==> src/rtl/led_panel_pkg.sv <==
// rtl/led_panel_pkg.sv - opcodes, resync byte, parser states and panel geometry
package led_panel_pkg;

  localparam logic [3:0] OP_RGB     = 4'h0;
  localparam logic [3:0] OP_SET     = 4'h1;
  localparam logic [3:0] OP_CLR_PIX = 4'h2;
  localparam logic [3:0] OP_CLS     = 4'h3;
  localparam logic [3:0] OP_COL     = 4'h4;
  localparam logic [3:0] OP_CTRL    = 4'hF;

  localparam logic [7:0] RESYNC_BYTE = 8'hF5;

  localparam int NUM_COLS = 16;
  localparam int NUM_ROWS = 8;
  localparam int COL_W    = $clog2(NUM_COLS);
  localparam int ROW_W    = $clog2(NUM_ROWS);

  typedef enum logic [1:0] {
    IDLE    = 2'd0,
    ARG_PIX = 2'd1,
    ARG_COL = 2'd2
  } parser_state_e;

endpackage

==> src/rtl/led_panel_cmd_parser.sv <==
// rtl/led_panel_cmd_parser.sv - UART byte stream to LED frame-buffer write strobes
module led_panel_cmd_parser
  import led_panel_pkg::*;
#(
  parameter int TIMEOUT_CLKS = 1024
) (
  input  logic             clk,
  input  logic             reset,
  input  logic             rx_dv,
  input  logic [7:0]       rx_data,
  output logic             fb_pix_we,
  output logic             fb_col_we,
  output logic [COL_W-1:0] fb_col,
  output logic [ROW_W-1:0] fb_row,
  output logic             fb_bit,
  output logic [7:0]       fb_col_data,
  output logic             fb_clr,
  output logic             rgb_we,
  output logic [2:0]       rgb_val,
  output logic             err,
  output logic             busy
);

  localparam int               CNT_W   = $clog2(TIMEOUT_CLKS);
  localparam logic [CNT_W-1:0] CNT_MAX = CNT_W'(TIMEOUT_CLKS - 1);

  parser_state_e    state_q, state_d;
  logic [CNT_W-1:0] cnt_q, cnt_d;
  logic             pix_we_q, pix_we_d, col_we_q, col_we_d;
  logic             clr_q, clr_d, rgb_we_q, rgb_we_d, err_q, err_d;
  logic [COL_W-1:0] col_q, col_d;
  logic [ROW_W-1:0] row_q, row_d;
  logic             bit_q, bit_d;
  logic [7:0]       col_data_q, col_data_d;
  logic [2:0]       rgb_q, rgb_d;

  always_ff @(posedge clk) begin
    if (reset) begin
      state_q    <= IDLE;
      cnt_q      <= '0;
      pix_we_q   <= 1'b0;
      col_we_q   <= 1'b0;
      clr_q      <= 1'b0;
      rgb_we_q   <= 1'b0;
      err_q      <= 1'b0;
      col_q      <= '0;
      row_q      <= '0;
      bit_q      <= 1'b0;
      col_data_q <= '0;
      rgb_q      <= '0;
    end else begin
      state_q    <= state_d;
      cnt_q      <= cnt_d;
      pix_we_q   <= pix_we_d;
      col_we_q   <= col_we_d;
      clr_q      <= clr_d;
      rgb_we_q   <= rgb_we_d;
      err_q      <= err_d;
      col_q      <= col_d;
      row_q      <= row_d;
      bit_q      <= bit_d;
      col_data_q <= col_data_d;
      rgb_q      <= rgb_d;
    end
  end

  always_comb begin
    state_d    = state_q;
    cnt_d      = cnt_q;
    pix_we_d   = 1'b0;
    col_we_d   = 1'b0;
    clr_d      = 1'b0;
    rgb_we_d   = 1'b0;
    err_d      = 1'b0;
    col_d      = col_q;
    row_d      = row_q;
    bit_d      = bit_q;
    col_data_d = col_data_q;
    rgb_d      = rgb_q;

    case (state_q)
      IDLE: begin
        if (rx_dv) begin
          case (rx_data[7:4])
            OP_RGB: begin
              rgb_d    = rx_data[2:0];
              rgb_we_d = 1'b1;
            end
            OP_SET, OP_CLR_PIX: begin
              bit_d   = (rx_data[7:4] == OP_SET);
              state_d = ARG_PIX;
              cnt_d   = '0;
            end
            OP_CLS: clr_d = 1'b1;
            OP_COL: begin
              col_d   = rx_data[3:0];
              state_d = ARG_COL;
              cnt_d   = '0;
            end
            OP_CTRL: ;
            default: err_d = 1'b1;
          endcase
        end
      end
      ARG_PIX, ARG_COL: begin
        // An arriving byte takes priority over the timeout expiring on the same cycle.
        if (rx_dv) begin
          cnt_d   = '0;
          state_d = IDLE;
          if (rx_data == RESYNC_BYTE) begin
          end else if (state_q == ARG_PIX) begin
            if (rx_data[3]) begin
              err_d = 1'b1;
            end else begin
              col_d    = rx_data[7:4];
              row_d    = rx_data[2:0];
              pix_we_d = 1'b1;
            end
          end else begin
            col_data_d = rx_data;
            col_we_d   = 1'b1;
          end
        end else if (cnt_q == CNT_MAX) begin
          err_d   = 1'b1;
          state_d = IDLE;
        end else begin
          cnt_d = cnt_q + 1'b1;
        end
      end
      default: state_d = IDLE;
    endcase
  end

  assign fb_pix_we   = pix_we_q;
  assign fb_col_we   = col_we_q;
  assign fb_col      = col_q;
  assign fb_row      = row_q;
  assign fb_bit      = bit_q;
  assign fb_col_data = col_data_q;
  assign fb_clr      = clr_q;
  assign rgb_we      = rgb_we_q;
  assign rgb_val     = rgb_q;
  assign err         = err_q;
  assign busy        = (state_q != IDLE);

endmodule

==> config.mk <==
export PLATFORM = sky130hd
export DESIGN_NAME = led_panel_cmd_parser
export DESIGN_NICKNAME = d
export VERILOG_FILES = /design/src/rtl/led_panel_pkg.sv /design/src/rtl/led_panel_cmd_parser.sv
export SDC_FILE = /design/constraint.sdc
export NUM_CORES = 1
export LEC_CHECK = 0
export ABC_CLOCK_PERIOD_IN_PS = 2600
export CAP_MARGIN = 30
export CORE_MARGIN = 2
export CORE_UTILIZATION = 30
export CTS_CLUSTER_SIZE = 24
export DETAILED_ROUTE_END_ITERATION = 16
export PLACE_DENSITY = 0.54
export SYNTH_ARGS = -nofsm -noshare
export SYNTH_HDL_FRONTEND = slang
export SYNTH_SLANG_ARGS = --single-unit
==> constraint.sdc <==
create_clock -name clk -period 2.6 [get_ports clk]
set_input_delay 0.26 -clock clk [delete_from_list [all_inputs] [get_ports clk]]
set_output_delay 0.26 -clock clk [all_outputs]
set_load 0.02 [all_outputs]
==> impl_results.md <==
* Number of buffers added for setup after CTS at 0
* Maximum clock skew at final layout at approximately 0.0028 ns
* Fin crit share at between 80% and 90%
* Placement Rows at 27
* Full die area at between 0.006 and 0.007 mm2
* Filler Cell Count at just under 600
* Average wire per standard cell at roughly 14 um
* Synthesized area per cell at between 9 and 10 um2
* Total Negative Setup Slacks at 0 ns
* Worst hold slack after final layout at approximately 0.46 ns
* Post-route cell area at around 0.0023 mm2
* Pin count of the biggest net entering global routing at 31
* Deepest clock path buffer count at 2
* Biggest fanout along the worst timing path at 11
* Worst Hold Class: reg -> reg
* Setup repair after global routing missed its margin: false
* Number of hold-repair buffers added at the cts stage at 0
* Starting density of the core at 31.17%
* Clock network power share at between 40% and 50%
* Data arrival time at the worst-slack endpoint at 2.47 ns
* Post-CTS sizing at 0
* Required time worst endpoint at about 2.8 ns
* NetSw at 0.2749 mW
* Slew of the pin with the lowest slew margin at approximately 0.58 ns
* Final hold viol count at 0
* Residual overflow from global routing at 0
* Net Count, Synth at 206
* Antenna violations before repair at 0
* EDFF count, synth at 0
* Synthesis Warnings at 0
* Clock-pin transition on the worst setup and hold timing paths at around 0.07 ns
* Maximum clock frequency at 432.0 MHz
* DRC violation count after routing at 0
* Max rail drop VDD at approximately 210 uV
* Sink Count at 36
* Detail Placement HPWL at slightly above 3000 um
* Clock buffers created by TritonCTS at 5
* Min Clock Period, post-route at ~2.3 ns
* Primary FF master, synth: dfxtp_1
* Cell at the root of the clock tree: clkbuf_8
* Power per cell area at just over 500 mW/mm2
* Number of global-route vias before repair at 1,366
* Count of buffers inserted at the top-level ports at 35
* Count of antenna diodes in the layout at 0
* Core region area at approximately 0.0055 mm2
* Library cell appearing most often on the critical path: inv_1
* Chip height at 79.87 um
* Internal at 0.9009 mW
* Pins Over Slew Limit at 0
* Layout net count at ~250
* Part of the total power dissipated in combinational logic at between 10% and 20%
* Cell breakdown of the critical path: inv_1 > ha_1 > inv_1 > nor2_1 > and2_1 > nor3_1 > a2111oi_0
* Family with the most delay on the worst path: simple AND/OR/NAND/NOR gates
* Number of buffer and inverter stages on the critical path at 2
* Yosys reg bits at 36
* Clock insertion delay at the later pin of the skew report at between 0.2 and 0.3 ns
* Number of distinct library cells after synthesis at 43
* Global placement routability congestion at ~0.78
* H-tree depth at 2
* Chip Width at 79.87 um
* Largest stage delay on the critical path at approximately 0.5 ns
* Switching share of total power at between 20% and 30%
* Max-slew headroom at 60.96%
* First-pass iteration count of the detailed router at 4
* Netlist Area Pre-Place at approximately 0.0017 mm2
* TritonCTS clock tree: built
* Category of the critical setup timing path: reg -> reg
* Leakage Power at approximately 0.94 nW
* GRT Overall Usage at ~14%
* Sequential Power Share at a little under half
* Slowest cell on crit path: ha_1
* Number of top-level design ports at 36
* Global-route wire length before repair at around 6700 um
* Critical Path Sink Type: register
* Post-detailed-routing wire length at around 4000 um
* Share of post-route cells with drive strength above 1 at 10.00%
* Final WS setup at roughly 0.29 ns
* Area used by multi-input combinational logic at about 910 um2
* Final Setup Violations at 0
* Setup slack, reg-to-reg at between 0.2 and 0.3 ns
* Antenna violation net count after detailed routing at 0
* Violation count after the first detailed-routing iteration at 108
* Placed inst area at approximately 0.0022 mm2
* Vias post-DR at approximately 1.5k
* Maxcap violations at 0
* Worst setup timing slack at the placement stage at ~0.21 ns
* Async set-or-reset flop fraction in the synthesized netlist at 0%
* Outcome: completed
* Via/cell ratio at around 5
* Seq/Total Area, Yosys at approximately two fifths
* Sequential cell area at approximately 700 um2
* Synthesis-to-layout area growth at 31.81%
* Worst Setup Start Kind: register
* Count of mapped cells out of synthesis at 190
-- metal layers --
metal  vias to the layer above  share of wire (%)  global-route usage (%)
met1                       679                 50                   19.16
met5                         -                  0                       0
li1                        762                  -                       -
met2                        28                 44                   19.16
met4                         0                1.8                   5.593
met3                         5                4.3                   3.959
-- worst reg2reg max path: stages (launching register included) --
cell and delay (ns):
dfxtp_1 0.37, inv_1 0.09, ha_1 0.50, inv_1 0.13, nor2_1 0.28, and2_1 0.32
nor3_1 0.09, a2111oi_0 0.40
-- power by group through the flow --
stage / logic (mW) / clock network [mW] / registers [mW]
final: 0.128 / 0.485 / 0.563
after global routing: 0.140 / 0.523 / 0.563
after CTS: 0.130 / 0.500 / 0.563
after detailed placement: 0.129 / 0 / 0.576
after global placement: 0.130 / 0 / 0.575
after floorplan: 0.0654 / 0 / 0.583
-- area by class of cell --
type	instances	area share, %
clock buffers	6	3.189
clock inverters	2	1.539
inverters	11	1.814
multi-input cells	133	40.13
flip-flops and latches	36	31.67
well taps	72	3.958
repair buffers	42	17.70
-- registers in the layout, summed over array words and instances (netlist names), 2 cells and up --
register     count
state_q          2
rgb_val          3
cnt_q           10
fb_col_data      8
fb_row           3
fb_col           4
-- layout by cell type (no fill, tap or decap), types with 4 or more instances in the layout --
master           count
mux2i_1             16
ha_1                 5
o311ai_0             4
inv_1               11
and3_1               6
clkbuf_8             5
mux2_2               5
nand2_1             11
a21oi_1              7
nand3_1              8
dfxtp_1             36
buf_4                7
clkdlybuf4s50_1     35
nor2_1              29
-- worst paths after layout --
| path | start | endpoint | cells past startpoint |
|---|---|---|---|
| max | state_q[0] | cnt_q[9] | 7 |
| min | rgb_val[2] | rgb_val[2] | 2 |
| max reg2reg | state_q[0] | cnt_q[9] | 7 |
| min reg2reg | rgb_val[2] | rgb_val[2] | 2 |
-- synth_stat cells (2+ instances only) --
master	number	area share [%]
inv_1	11	2.4
o21ai_0	3	0.87
nor2_1	29	6.3
a21oi_1	7	2.0
ha_1	5	3.6
a211oi_1	2	0.87
nor3_1	3	0.87
dfxtp_1	36	42
and4_1	2	1.0
nand2_1	11	2.4
o311ai_0	4	2.0
a31oi_1	2	0.72
and2_1	2	0.72
buf_2	5	1.4
mux2i_1	16	9.3
mux2_2	5	3.3
o31ai_1	3	1.3
or4_1	2	0.87
o32ai_1	2	1.0
and3_1	6	2.2
clkbuf_1	4	0.87
nand3_1	8	2.3
a2bb2oi_1	2	1.0
-- per-stage QoR --
step	power [mW]	instances	util [%]
final	1.176	302	41.08
after global routing	1.226	302	41.08
after CTS	1.192	302	41.08
after detailed placement	0.7044	294	39.14
after global placement	0.7057	294	39.14
after floorplan	0.6488	190	-
-- kinds of logic (layout without fill, tap and decap cells) --
logic type / Yosys count / in the layout / share of synthesized area (%)
AND/OR/NAND/NOR: 72 / 72 / 21.02
multiplexers: 21 / 21 / 12.54
AO/OA/AOI/OAI: 34 / 34 / 15.22
XOR/XNOR: 1 / 1 / 0.5073
buffers and inverters: 21 / 61 / 5.362
flip-flops: 36 / 36 / 41.74
adder cells (fa/ha/maj): 5 / 5 / 3.623
Power figures use the tool's default switching activity.
